### src/rtl/ifu_fetch_queue.sv
// Sequential instruction fetch with credit-limited in-flight requests and a {pc,inst} FIFO toward ID.
// Define IFU_BYPASS_EN to forward a response straight to ID when the queue is empty (0-cycle path).
module ifu_fetch_queue #(
  parameter int                  DATA_WIDTH      = 32,
  parameter logic [DATA_WIDTH-1:0] RESET_PC      = 32'h8000_0000,
  parameter int                  QUEUE_DEPTH     = 4,
  parameter int                  MAX_OUTSTANDING = 2
) (
  input  logic                    clk,
  input  logic                    rst,
  input  logic [DATA_WIDTH-1:0]   id_to_if_bus,
  input  logic                    id_to_if_valid,
  output logic                    if_to_id_ready,
  output logic [2*DATA_WIDTH-1:0] if_to_id_bus,
  output logic                    if_to_id_valid,
  input  logic                    id_to_if_ready,
  input  logic                    wb_to_if_done,
  output logic                    imem_req_valid,
  input  logic                    imem_req_ready,
  output logic [DATA_WIDTH-1:0]   imem_req_addr,
  input  logic                    imem_resp_valid,
  input  logic [DATA_WIDTH-1:0]   imem_resp_data
);

  localparam int PTR_W = $clog2(QUEUE_DEPTH);
  localparam int CNT_W = $clog2(QUEUE_DEPTH + 1);
  localparam int IFP_W = (MAX_OUTSTANDING > 1) ? $clog2(MAX_OUTSTANDING) : 1;
  localparam int ENT_W = 2 * DATA_WIDTH;
  localparam logic [DATA_WIDTH-1:0] PC_INC   = DATA_WIDTH'(DATA_WIDTH / 8);
  localparam logic [CNT_W-1:0]      MO_LIM   = CNT_W'(MAX_OUTSTANDING);
  localparam logic [CNT_W:0]        QD_LIM   = (CNT_W + 1)'(QUEUE_DEPTH);
  localparam logic [IFP_W-1:0]      IFP_LAST = IFP_W'(MAX_OUTSTANDING - 1);

  logic [DATA_WIDTH-1:0] fetch_pc_q, fetch_pc_d;
  logic [ENT_W-1:0]      queue_q [QUEUE_DEPTH];
  logic [ENT_W-1:0]      queue_d [QUEUE_DEPTH];
  logic [PTR_W-1:0]      head_q, head_d, tail_q, tail_d;
  logic [CNT_W-1:0]      count_q, count_d;
  logic [CNT_W-1:0]      out_q, out_d;
  logic [CNT_W-1:0]      drop_q, drop_d;
  logic [DATA_WIDTH-1:0] inflight_q [MAX_OUTSTANDING];
  logic [DATA_WIDTH-1:0] inflight_d [MAX_OUTSTANDING];
  logic [IFP_W-1:0]      if_wr_q, if_wr_d, if_rd_q, if_rd_d;

  logic             redirect, req_hs, resp_keep, resp_drop, q_nonempty;
  logic             push, pop, bypass;
  logic [CNT_W:0]   used;
  logic [ENT_W-1:0] resp_entry;

  function automatic logic [IFP_W-1:0] if_next(input logic [IFP_W-1:0] p);
    return (p == IFP_LAST) ? '0 : p + IFP_W'(1);
  endfunction

  // Every issued request owns a queue slot, so responses never need back-pressure.
  assign used           = {1'b0, out_q} + {1'b0, count_q};
  assign if_to_id_ready = rst;
  assign redirect       = id_to_if_valid & rst;
  assign imem_req_valid = rst & wb_to_if_done & ~redirect & (out_q < MO_LIM) & (used < QD_LIM);
  assign imem_req_addr  = fetch_pc_q;
  assign req_hs         = imem_req_valid & imem_req_ready;
  assign resp_drop      = imem_resp_valid & (drop_q != '0);
  assign resp_keep      = imem_resp_valid & (drop_q == '0);
  assign resp_entry     = {inflight_q[if_rd_q], imem_resp_data};
  assign q_nonempty     = (count_q != '0);

`ifdef IFU_BYPASS_EN
  assign bypass         = rst & ~q_nonempty & resp_keep;
  assign if_to_id_valid = rst & (q_nonempty | bypass);
  assign if_to_id_bus   = ~rst ? '0 : q_nonempty ? queue_q[head_q] : bypass ? resp_entry : '0;
`else
  assign bypass         = 1'b0;
  assign if_to_id_valid = rst & q_nonempty;
  assign if_to_id_bus   = if_to_id_valid ? queue_q[head_q] : '0;
`endif

  // A redirect flushes the queue, so neither the pop nor the arriving response lands.
  assign pop  = q_nonempty & id_to_if_ready & ~redirect;
  assign push = resp_keep & ~redirect & ~(bypass & id_to_if_ready);

  always_comb begin
    fetch_pc_d = fetch_pc_q;
    queue_d    = queue_q;
    head_d     = head_q;
    tail_d     = tail_q;
    count_d    = count_q;
    out_d      = out_q + CNT_W'(req_hs) - CNT_W'(imem_resp_valid);
    drop_d     = drop_q;
    inflight_d = inflight_q;
    if_wr_d    = if_wr_q;
    if_rd_d    = if_rd_q;

    if (redirect)    fetch_pc_d = id_to_if_bus;
    else if (req_hs) fetch_pc_d = fetch_pc_q + PC_INC;

    if (push) queue_d[tail_q] = resp_entry;

    if (redirect) begin
      head_d  = '0;
      tail_d  = '0;
      count_d = '0;
      // Whatever is still in flight after this cycle belongs to the old path.
      drop_d  = out_q - CNT_W'(imem_resp_valid);
    end else begin
      head_d  = head_q + PTR_W'(pop);
      tail_d  = tail_q + PTR_W'(push);
      count_d = count_q + CNT_W'(push) - CNT_W'(pop);
      if (resp_drop) drop_d = drop_q - CNT_W'(1);
    end

    if (req_hs) begin
      inflight_d[if_wr_q] = fetch_pc_q;
      if_wr_d             = if_next(if_wr_q);
    end
    if (imem_resp_valid) if_rd_d = if_next(if_rd_q);
  end

  always_ff @(posedge clk or negedge rst) begin
    if (!rst) begin
      fetch_pc_q <= RESET_PC;
      head_q     <= '0;
      tail_q     <= '0;
      count_q    <= '0;
      out_q      <= '0;
      drop_q     <= '0;
      if_wr_q    <= '0;
      if_rd_q    <= '0;
      for (int i = 0; i < QUEUE_DEPTH; i++)     queue_q[i]    <= '0;
      for (int i = 0; i < MAX_OUTSTANDING; i++) inflight_q[i] <= '0;
    end else begin
      fetch_pc_q <= fetch_pc_d;
      head_q     <= head_d;
      tail_q     <= tail_d;
      count_q    <= count_d;
      out_q      <= out_d;
      drop_q     <= drop_d;
      if_wr_q    <= if_wr_d;
      if_rd_q    <= if_rd_d;
      queue_q    <= queue_d;
      inflight_q <= inflight_d;
    end
  end

endmodule

### config.mk
export PLATFORM = sky130hd
export DESIGN_NAME = ifu_fetch_queue
export DESIGN_NICKNAME = d
export VERILOG_FILES = /design/src/rtl/ifu_fetch_queue.sv
export SDC_FILE = /design/constraint.sdc
export NUM_CORES = 1
export LEC_CHECK = 0
export BUFFER_PORTS_ARGS = -buffer_cell sky130_fd_sc_hd__buf_4
export CAP_MARGIN = 20
export CORE_MARGIN = 5
export CORE_UTILIZATION = 30
export DETAILED_ROUTE_END_ITERATION = 8
export SLEW_MARGIN = 0
export SYNTH_ARGS = -nofsm -noshare
export SYNTH_HDL_FRONTEND = slang
export SYNTH_SLANG_ARGS = --single-unit
### constraint.sdc
create_clock -name clk -period 7.4 [get_ports clk]
set_input_delay 0.74 -clock clk [delete_from_list [all_inputs] [get_ports clk]]
set_output_delay 0.74 -clock clk [all_outputs]
set_load 0.02 [all_outputs]
Word level (Yosys, flattened, before mapping)

Cells that the tools add are included.

Register bits: 367
Input port bits: 71
Output and inout port bits: 99

Add/sub/neg operators: 12
$lt $le $gt $ge: 8
Muxes and demuxes: 22
Bitwise logic cells: 17
Reduce and logical (&&, ||, !) cells: 7

Operators with widths:

| cell                  | number |
|---|---|
| $bwmux 256            | 1 |
| $mux 64               | 4 |
| $mux 32               | 6 |
| $bmux 64 s2           | 1 |
| $demux 64 s2          | 1 |
| $bwmux 64             | 1 |
| $add 32x3->32 const B | 1 |
| $demux 32 s1          | 1 |
| $and 1x1->1           | 12 |
| $mux 3                | 3 |
| $sub 3x1->3           | 3 |
| $add 3x1->3           | 2 |
| $ge 3x3->1 const B    | 2 |
| $not 2->3             | 2 |
| $reduce_bool 3->1     | 2 |
| $add 2x1->2           | 2 |
| $add 3x3->4           | 1 |
| $ge 2x2->1 const B    | 2 |
| $lt 4x3->1 const B    | 1 |
| $mux 2                | 2 |
| $not 1->2             | 2 |
| $reduce_bool 2->1     | 2 |
| $logic_not 3->1       | 1 |
| $lt 3x1->1 const B    | 1 |
| 7 further kinds       | 10 |

Depth between registers and ports, before layout

Gate-level depths: netlist of run 1.

Word-level depth: 8
Depth in mapped cells: 13
Gate-level depth less buffers: 13

Least setup slack after synthesis of run 1

Ideal clock, no wire load.

Path type: input port to flip-flop
Start point: input port wb_to_if_done
End point: register out_q[2]
Arrival time: 2425 ps
Data required time: 7278 ps
Path slack: 4853 ps
Cell stages on the path: 10
Path buffers: 1
Path through: and4bb_2 -> and4_1 -> buf_4 -> inv_2 -> ha_1 -> inv_1 -> ha_1 -> inv_1 -> fa_1 -> xor2_1

Longest elaborated chain between the ends: 7

Ends and longest elaborated chain:

| element                  | line | text |
|---|---|---|
| from (decl)              | 17   | `input logic wb_to_if_done,` |
| $and 1x1->1 (4 in a row) | 58   | `assign imem_req_valid = rst & wb_to_if_done & ~redirect & (out_q < MO_LIM) & (used < QD_LIM);` |
| $and 1x1->1              | 60   | `assign req_hs = imem_req_valid & imem_req_ready;` |
| $add 3x1->3              | 86   | `out_d = out_q + CNT_W'(req_hs) - CNT_W'(imem_resp_valid);` |
| $sub 3x1->3              | 86   |  |
| named net out_d[2]       | 39   | `logic [CNT_W-1:0] out_q, out_d;` |
| to (signal assigned)     | 134  | `out_q <= out_d;` |
| to (decl)                | 39   |  |

The timed path passes the listed nets, and every way through them passes these cells.
A chain may end at the register's enable or synchronous reset.

Worst setup path in the final report of run 1

Start point: register head_q[0]
End point: output port if_to_id_bus[53]

Longest elaborated chain between the ends: 5

Ends and longest elaborated chain:

| element                                    | line | text |
|---|---|---|
| from (decl)                                | 37   | `logic [PTR_W-1:0] head_q, head_d, tail_q, tail_d;` |
| from (signal assigned)                     | 120  | `head_q <= '0;` |
| from (signal assigned)                     | 131  | `head_q <= head_d;` |
| $not 2->3 (not written as such)            | 73   | `assign if_to_id_bus = if_to_id_valid ? queue_q[head_q] : '0;` |
| $bmux 64 s2                                | 73   |  |
| $mux 64 (not written as such) (2 in a row) | 73   |  |
| $mux 64                                    | 73   |  |
| to (decl)                                  | 14   | `output logic [2*DATA_WIDTH-1:0] if_to_id_bus,` |

No other way between the ends. The select of a mux whose other input is x is not followed.

==> flow_summary.json, run 1 <==
{
  "run_status": "completed",
  "timing.final.setup_violations": 0,
  "nNetsFinal": 1526,
  "timing.critical_path.fanout_max": 39,
  "groute.usage.overall_pct": 13.8,
  "yosys.cell_types.count": 44,
  "die_width_um": 246,
  "timing.slew.headroom_pct": 26.1,
  "hpwl_um": 26700,
  "synth_top_area_share_pct": 54.8,
  "pin_count": 170,
  "cts_inserted_buffers": 43,
  "cts-htree-levels": 2,
  "synth_seq_cells": 367,
  "core_um2": 55100,
  "globalplace.congestion": 0.762,
  "setup.worst_path.start_class": "flip-flop",
  "ff2ff_path_depth": 9,
  "cts_tree": "done",
  "via_count": 10800,
  "total_wirelength_of_the_detailed_routed_design_um": 41700,
  "layout.filler_cells": 5390,
  "synthTopCellsByCount": "dfrtp_1, mux2_2, nor2_1, a21oi_1, nand2_1",
  "layout-drive-gt1-share_pct": 32.3,
  "cellLeakagePower_uw": 0.00939,
  "floorplan.die.height_um": 246,
  "number_of_iterations_in_the_first_detailed_routing_pass": 5,
  "max_freq_mhz": 251,
  "hold_slack_ns": 0.0500,
  "tightestPinTransition_ns": 1.11,
  "cts.sinks": 367,
  "floorplan.rows": 86,
  "number_of_global_route_vias_before_repair": 11400,
  "synth_edf_count": 0,
  "post_cts_hold_buffer_count": 0,
  "syn_inst": 1305,
  "portBuffers": 169,
  "remaining_drc_errors": 0,
  "cts.clk_slew.worst_paths_ns": 0.06,
  "post_cts_resized": 0,
  "wire_length_of_the_first_global_routing_pass_um": 66100,
  "timing_worst_setup_path_type": "flip-flop to output port",
  "timing.setup.tns_ns": 0,
  "report.final.hold_viol_count": 0,
  "finalCoreUtilization_pct": 36.4,
  "rsz0062_at_grt": "false",
  "post_synthesis_mean_instance_area_um2": 12.8,
  "syn-cell-area_um2": 16700,
  "layout-area-overhead-vs-synth_pct": 19.9,
  "hold_path.class": "primary input to asynchronous set/reset pin",
  "ys_async_sr_fraction_pct": 100,
  "synth_flop_cell": "dfrtp_1",
  "grt_start_max_net_pins": 158,
  "cp_data_required_time_ns": 6.66,
  "avgViaCountPerCell": 4.85,
  "clk_root_buffer_cell": "clkbuf_16",
  "initial_antenna_violation_count": 1,
  "post-route-cell-area_um2": 20000,
  "wl_per_cell_um": 18.8,
  "synth_area_leader_cell": "dfrtp_1",
  "route.antenna.remaining_nets": 0,
  "power_density_nw_per_um2": 374,
  "crit_arrival_ns": 3.24,
  "totalPowerFinal_uw": 7500,
  "mappedNetlistNets": 1392,
  "post_cts.repair.setup_buffers": 0,
  "setup.worst_path.end_class": "output port",
  "multi_input_area_um2": 6990,
  "final.min_clock_period_ns": 3.98,
  "synth_area_leaders": "dfrtp_1, mux2_2, mux4_2",
  "dr.first_iter.drc_count": 708,
  "clock_tree.buffer_depth": 3,
  "seq_total_area_yosys_pct": 55.0,
  "clock_latency_ns": 0.56,
  "postPlaceCellArea_um2": 18600,
  "maxCapViolations": 0,
  "fin_crit_sh_pct": 53.7,
  "vdd_ir_max_v": 0.000213,
  "die_area_um2": 60500,
  "seqCellArea_um2": 9190,
  "ys_warn_count": 0,
  "timing.final.max_slew_violations": 0,
  "overflow": 0,
  "clock-skew-final_ns": 0.0236,
  "start_util_pct": 30.3,
  "synth.most_common_cell": "dfrtp_1"
}
==> layout by cell type, fill, tap and decap left out, drive strengths merged, types with 10 or more instances in the layout <==
master  Yosys  final
clkbuf     38     63
o21ai      58     58
nand3      11     11
buf        57    184
mux2i      32     32
xor2       21     21
nor2      111    111
ha         14     14
inv        14     17
nand4      17     17
nand2      77     77
and3       70     70
dfrtp     366    366
and4       10     10
mux2      193    193
xnor2      15     15
mux4       64     64
a21oi      98     98
==> kinds of logic after synthesis <==
| logic type | Yosys count | synth area share, % |
|---|---|---|
| AO/OA/AOI/OAI | 162 | 5.09 |
| XOR/XNOR | 36 | 1.89 |
| adder cells (fa/ha/maj) | 16 | 1.29 |
| buffers and inverters | 109 | 3.31 |
| flip-flops | 367 | 55.0 |
| multiplexers | 289 | 23.6 |
| AND/OR/NAND/NOR | 326 | 9.89 |
==> registers in the layout, summed over array words and instances, names as in the netlist <==
register / cells
head_q: 2
queue_q: 256
if_rd_q: 1
if_wr_q: 1
imem_req_addr: 32
count_q: 3
inflight_q: 64
tail_q: 2
drop_q: 3
out_q: 3
==> routing by layer <==
layer / up-vias / wire [um] / global-route usage (%)
li1: 4934 / - / -
met1: 5547 / 19300 / 19.3
met2: 241 / 19400 / 21.8
met3: 58 / 2030 / 2.92
met4: 0 / 1000 / 3.68
met5: - / 0 / 0
==> where the power goes <==
| part | total [uW] | internal (uW) | switching (uW) |
|---|---|---|---|
| registers | 3030 | 2590 | 440 |
| logic | 2320 | 1210 | 1120 |
| clock network | 2150 | 1300 | 846 |
==> worst paths after layout <==
path | to | slack (ns) | from
worst min-delay path | queue_q[83] | 0.05 | rst
worst min register to register | queue_q[45] | 0.48 | queue_q[45]
min in group clk | imem_req_addr[0] | 0.38 | id_to_if_bus[0]
worst max register to register | queue_q[135] | 4.30 | drop_q[0]
max in group asynchronous | imem_req_addr[10] | 5.82 | rst
worst max-delay path | if_to_id_bus[53] | 3.42 | head_q[0]
==> worst max-delay path, cell delays in order (launching register included) <==
cell and delay [ns]:
dfrtp_4 0.81, buf_4 0.77, mux4_2 0.65, and3_1 0.23, buf_4 0.16
==> metrics by stage <==
step / setup WS (ns) / std cells
2_1_floorplan: 4.85 / 1305
3_3_place_gp: 3.76 / 2142
3_5_place_dp: 3.71 / 2142
4_1_cts: 3.26 / 2221
5_1_grt: 3.16 / 2221
6_report: 3.42 / 2222
==> layout make-up <==
type,instances,share of cell area (%)
well taps,748,4.67
diodes,1,0.0125
inverters,14,0.262
multi-input cells,829,34.9
clock buffers,63,6.35
flip-flops and latches,367,45.9
repair buffers,184,7.00
clock inverters,16,0.931
(Power assumes the default switching activity.)
==> run 2, diff against run 1 <==
Clock period 7.4 ns to 4.1 ns, I/O delays scaled along.
==> flow_summary.json, run 2 (synthesis results as in run 1) <==
{
  "final.min_clock_period_ns": 3.17,
  "insertedDiodeCount": 0,
  "final_ws_setup_ns": 0.934,
  "floorplan.die.height_um": 246,
  "met3_routed_wl_um": 1990,
  "portBuffers": 169,
  "cts-htree-levels": 2,
  "cts_inserted_buffers": 44,
  "setup.worst_path.end_class": "output port",
  "clock-skew-final_ns": 0.0187,
  "tightestPinTransition_ns": 1.11,
  "layout-area-overhead-vs-synth_pct": 20.8,
  "hold_slack_ns": 0.0566,
  "hold_path.class": "primary input to flip-flop",
  "wl_per_cell_um": 18.4,
  "placement.setup.worst_slack_ns": 1.29,
  "mostFrequentLayoutCell": "dfrtp_1",
  "run_status": "completed",
  "floorplan.rows": 86,
  "fin_crit_sh_pct": 77.2,
  "core_um2": 55100,
  "report.final.hold_viol_count": 0,
  "post_cts_hold_buffer_count": 1,
  "post_cts.repair.setup_buffers": 0,
  "via_count": 10800,
  "avgViaCountPerCell": 4.85,
  "clk_root_buffer_cell": "clkbuf_16",
  "timing_worst_setup_path_type": "flip-flop to output port",
  "registers.top_by_ff_count": "queue_q",
  "cellLeakagePower_uw": 0.00945,
  "maxCapViolations": 0,
  "setup.worst_path.start_class": "flip-flop",
  "start_util_pct": 30.3,
  "die_area_um2": 60500,
  "route.antenna.remaining_nets": 0,
  "crit_arrival_ns": 2.76,
  "pin_count": 170,
  "overflow": 0,
  "wl_met1_um": 19200,
  "finalCoreUtilization_pct": 36.6,
  "max_freq_mhz": 316,
  "number_of_global_route_vias_before_repair": 11400,
  "cts_tree": "done",
  "rsz0062_at_grt": "false",
  "timing.slew.headroom_pct": 26.3,
  "timing.final.setup_violations": 0,
  "layout.filler_cells": 5363,
  "number_of_iterations_in_the_first_detailed_routing_pass": 5,
  "hpwl_um": 26100,
  "layout-drive-gt1-share_pct": 32.5,
  "grt_start_max_net_pins": 177,
  "groute.usage.overall_pct": 13.6,
  "total_wirelength_of_the_detailed_routed_design_um": 40900,
  "remaining_drc_errors": 0,
  "cts.sinks": 367,
  "totalPowerFinal_uw": 13700,
  "post_cts_resized": 0,
  "vdd_ir_max_v": 0.000270,
  "routed-wl-met2_um": 18900,
  "nNetsFinal": 1529,
  "highest-signal-layer": "met4",
  "most-common-layout-cells": "dfrtp_1, buf_4, mux2_2",
  "dr.first_iter.drc_count": 645,
  "timing.critical_path.fanout_max": 41,
  "initial_antenna_violation_count": 0,
  "clock_tree.buffer_depth": 3,
  "globalplace.congestion": 0.773,
  "largest_reg_flops": 256,
  "timing.setup.tns_ns": 0,
  "wire_length_of_the_first_global_routing_pass_um": 66000,
  "cp_data_required_time_ns": 3.69,
  "timing.final.max_slew_violations": 0,
  "power_density_nw_per_um2": 677,
  "die_width_um": 246,
  "cts.clk_slew.worst_paths_ns": 0.06,
  "clock_latency_ns": 0.56
}
[run 2: changes by cell type in the layout (fill, tap and decap cells not counted), sizes merged]
cell         previous run  this run
dlygate4sd3             0         1
bufinv                  3         4
diode                   1         0
clkinvlp                1         2
clkbuf                 63        64
buf                   184       185
clkinv                  9         7
[run 2: worst paths after layout]
| path | depth (start not counted) | slack (ns) | start | endpoint |
|---|---|---|---|---|
| setup / recovery | 4 | 0.93 | head_q[0] | if_to_id_bus[63] |
| hold / removal | 3 | 0.06 | id_to_if_bus[0] | imem_req_addr[0] |
| setup reg to reg | 10 | 1.31 | count_q[2] | out_q[2] |
| hold reg to reg | 2 | 0.48 | queue_q[62] | queue_q[62] |
| max in group asynchronous | 5 | 2.03 | rst | imem_req_addr[31] |
| min in group asynchronous | 2 | 0.37 | rst | drop_q[2] |
[run 2: metal layers]
layer	vias up	track usage, %
met4	0	3.35
li1	4935	-
met2	262	21.8
met3	55	2.59
met5	-	0
met1	5530	19.3
[run 2: final cells by class]
type                       count  area, um^2  share of cell area [%]
clock inverter                16         210                    1.04
clock buffer                  64        1310                    6.47
tap                          748         936                    4.64
sequential                   367        9190                    45.6
inverter                      14        52.6                   0.260
multi-input combinational    829        6990                    34.6
timing repair buffer         186        1490                    7.38
[run 2: critical path, stage by stage (launching register included)]
cell and delay [ns]:
dfrtp_4 0.78, buf_12 0.41, mux4_2 0.54, and3_1 0.26
buf_4 0.18
[run 2: stage by stage]
stage	instance area, um^2	cells
3_3_place_gp	18600	2142
5_1_grt	20200	2224
2_1_floorplan	16700	1305
6_report	20200	2224
3_5_place_dp	18600	2142
4_1_cts	20100	2223
[run 2: report_power, final]
group	leakage, uW	total (uW)	internal (uW)	switching, uW
Combinational	0.00388	4150	2200	1950
Sequential	0.00483	5500	4670	832
Clock	0.000746	4010	2470	1540
==> run 3, diff against run 2 <==
Clock period 4.1 ns to 3.3 ns, I/O delays scaled along.
==> flow_summary.json, run 3 (synthesis results as in run 1) <==
{
  "total_wirelength_of_the_detailed_routed_design_um": 41500,
  "clock_latency_ns": 0.56,
  "via_count": 10900,
  "ff2ff_setup_slack_ns": 0.49,
  "groute.usage.overall_pct": 13.8,
  "timing.critical_path.fanout_max": 62,
  "wl_per_cell_um": 18.4,
  "setup.worst_path.end": "if_to_id_bus[27]",
  "rr_endpoint": "out_q[2]",
  "remaining_drc_errors": 0,
  "globalplace.congestion": 0.782,
  "timing.slew.headroom_pct": 29.2,
  "rsz0062_at_grt": "false",
  "fin_crit_sh_pct": 87.9,
  "dr.first_iter.drc_count": 658,
  "portBuffers": 169,
  "grt_start_max_net_pins": 156,
  "die_area_um2": 60500,
  "floorplan.die.height_um": 246,
  "final_ws_setup_ns": 0.399,
  "insertedDiodeCount": 0,
  "timing.setup.tns_ns": 0,
  "cts.sinks": 367,
  "cts_inserted_buffers": 42,
  "worst_path_largest_cell_delay_ns": 0.58,
  "most-common-layout-cells": "dfrtp_1, buf_4, mux2_2",
  "mostFrequentLayoutCell": "dfrtp_1",
  "report.final.hold_viol_count": 0,
  "cellLeakagePower_uw": 0.00958,
  "post_cts.repair.setup_buffers": 0,
  "cts_tree": "done",
  "registers.top_by_ff_count": "queue_q",
  "pin_count": 170,
  "setup.worst_path.start_class": "primary input",
  "timing.final.max_slew_violations": 0,
  "post-route-cell-area_um2": 20500,
  "reg2reg_from": "count_q[2]",
  "tightestPinTransition_ns": 1.06,
  "maxCapViolations": 0,
  "cpMaxStageDelayCell": "dlygate4sd3_1",
  "initial_antenna_violation_count": 0,
  "timing.final.setup_violations": 0,
  "layout.filler_cells": 5317,
  "crit_arrival_ns": 2.57,
  "cp_data_required_time_ns": 2.97,
  "nNetsFinal": 1571,
  "setup.worst_path.end_class": "output port",
  "cts.clk_slew.worst_paths_ns": 0.06,
  "die_width_um": 246,
  "postPlaceCellArea_um2": 18700,
  "clock-skew-final_ns": 0.0342,
  "floorplan.rows": 86,
  "crit_family": "buffers and inverters",
  "route.antenna.remaining_nets": 0,
  "timing_worst_setup_path_type": "primary input to output port",
  "critPathMostFrequentCell": "buf_4",
  "clock_tree.buffer_depth": 3,
  "overflow": 0,
  "critical_path_depth": 6,
  "ff2ff_path_depth": 10,
  "layout-area-overhead-vs-synth_pct": 22.8,
  "start_util_pct": 30.3,
  "hpwl_um": 26900,
  "placement.setup.worst_slack_ns": 0.500,
  "largest_reg_flops": 256,
  "totalPowerFinal_uw": 16800,
  "hold_slack_ns": 0.0401,
  "cp_cell_sequence": "dlygate4sd3_1 > buf_8 > buf_4 > buf_6 > and3_1 > buf_4",
  "cp-startpoint": "rst",
  "worstPathBufferInverterCount": 5,
  "vdd_ir_max_v": 0.000372,
  "power_density_nw_per_um2": 820,
  "hold_path.class": "primary input to flip-flop",
  "number_of_global_route_vias_before_repair": 11600,
  "wire_length_of_the_first_global_routing_pass_um": 66700,
  "clk_root_buffer_cell": "clkbuf_16",
  "avgViaCountPerCell": 4.82,
  "cts-htree-levels": 2,
  "run_status": "completed",
  "number_of_iterations_in_the_first_detailed_routing_pass": 5,
  "max_freq_mhz": 345,
  "core_um2": 55100,
  "layout-drive-gt1-share_pct": 31.6,
  "final.min_clock_period_ns": 2.90
}
run 3: changes by cell type in the layout (fill, tap and decap cells not counted), sizes merged:
cell / change
buf: +6
clkbuf: -4
dlygate4sd3: +38
inv: -1
run 3: report_power, final:
| part | switching [uW] | leakage [uW] | internal, uW | total, uW |
|---|---|---|---|---|
| Combinational | 2560 | 0.00406 | 2800 | 5360 |
| Clock | 1870 | 0.000690 | 2870 | 4750 |
| Sequential | 916 | 0.00483 | 5800 | 6720 |
run 3: routing by layer:
layer	track usage [%]	wire length, um	vias up
li1	-	-	5014
met1	19.1	19000	5615
met2	22.6	19800	238
met3	2.77	1930	50
met4	3.20	756	0
met5	0	0	-
run 3: area by class of cell:
type                       count  area [um^2]  area share, %
sequential                   367         9190           44.8
multi-input combinational    829         6990           34.1
timing repair buffer         230         1920           9.38
clock buffer                  60         1210           5.89
tap                          748          936           4.56
clock inverter                15          210           1.02
inverter                      14         52.6          0.256
run 3: worst reg2reg max path, cell delays in order, from the launching register on:
cell and delay, ns:
dfrtp_1 0.40, ha_1 0.29, and4bb_2 0.34, and4_1 0.41, inv_2 0.16, ha_1 0.30, inv_1 0.06, ha_1 0.13
inv_1 0.05, fa_1 0.38, xor2_1 0.17
run 3: stage by stage:
stage                     utilization, %  cells
after floorplan                        -   1305
after global placement              33.9   2149
after detailed placement            33.9   2149
after CTS                           37.2   2263
after global routing                37.2   2263
final                               37.2   2263
run 3: worst min-delay path by stage:
stage	start	endpoint	slack, ns	depth (start not counted)
after floorplan	rst	count_q[0]	0.03	0
after global placement	rst	inflight_q[28]	0.18	1
after detailed placement	rst	inflight_q[28]	0.18	1
after CTS	imem_resp_data[24]	queue_q[88]	0.0007	2
after global routing	imem_resp_data[30]	queue_q[30]	0.02	2
final	imem_resp_data[24]	queue_q[24]	0.04	2
run 3: repair_timing:
item	4_1_cts	5_1_grt
endpoints found under the hold margin	107	0
hold buffers	39	0
gates resized for setup	0	1
endpoints found under the setup margin	0	7
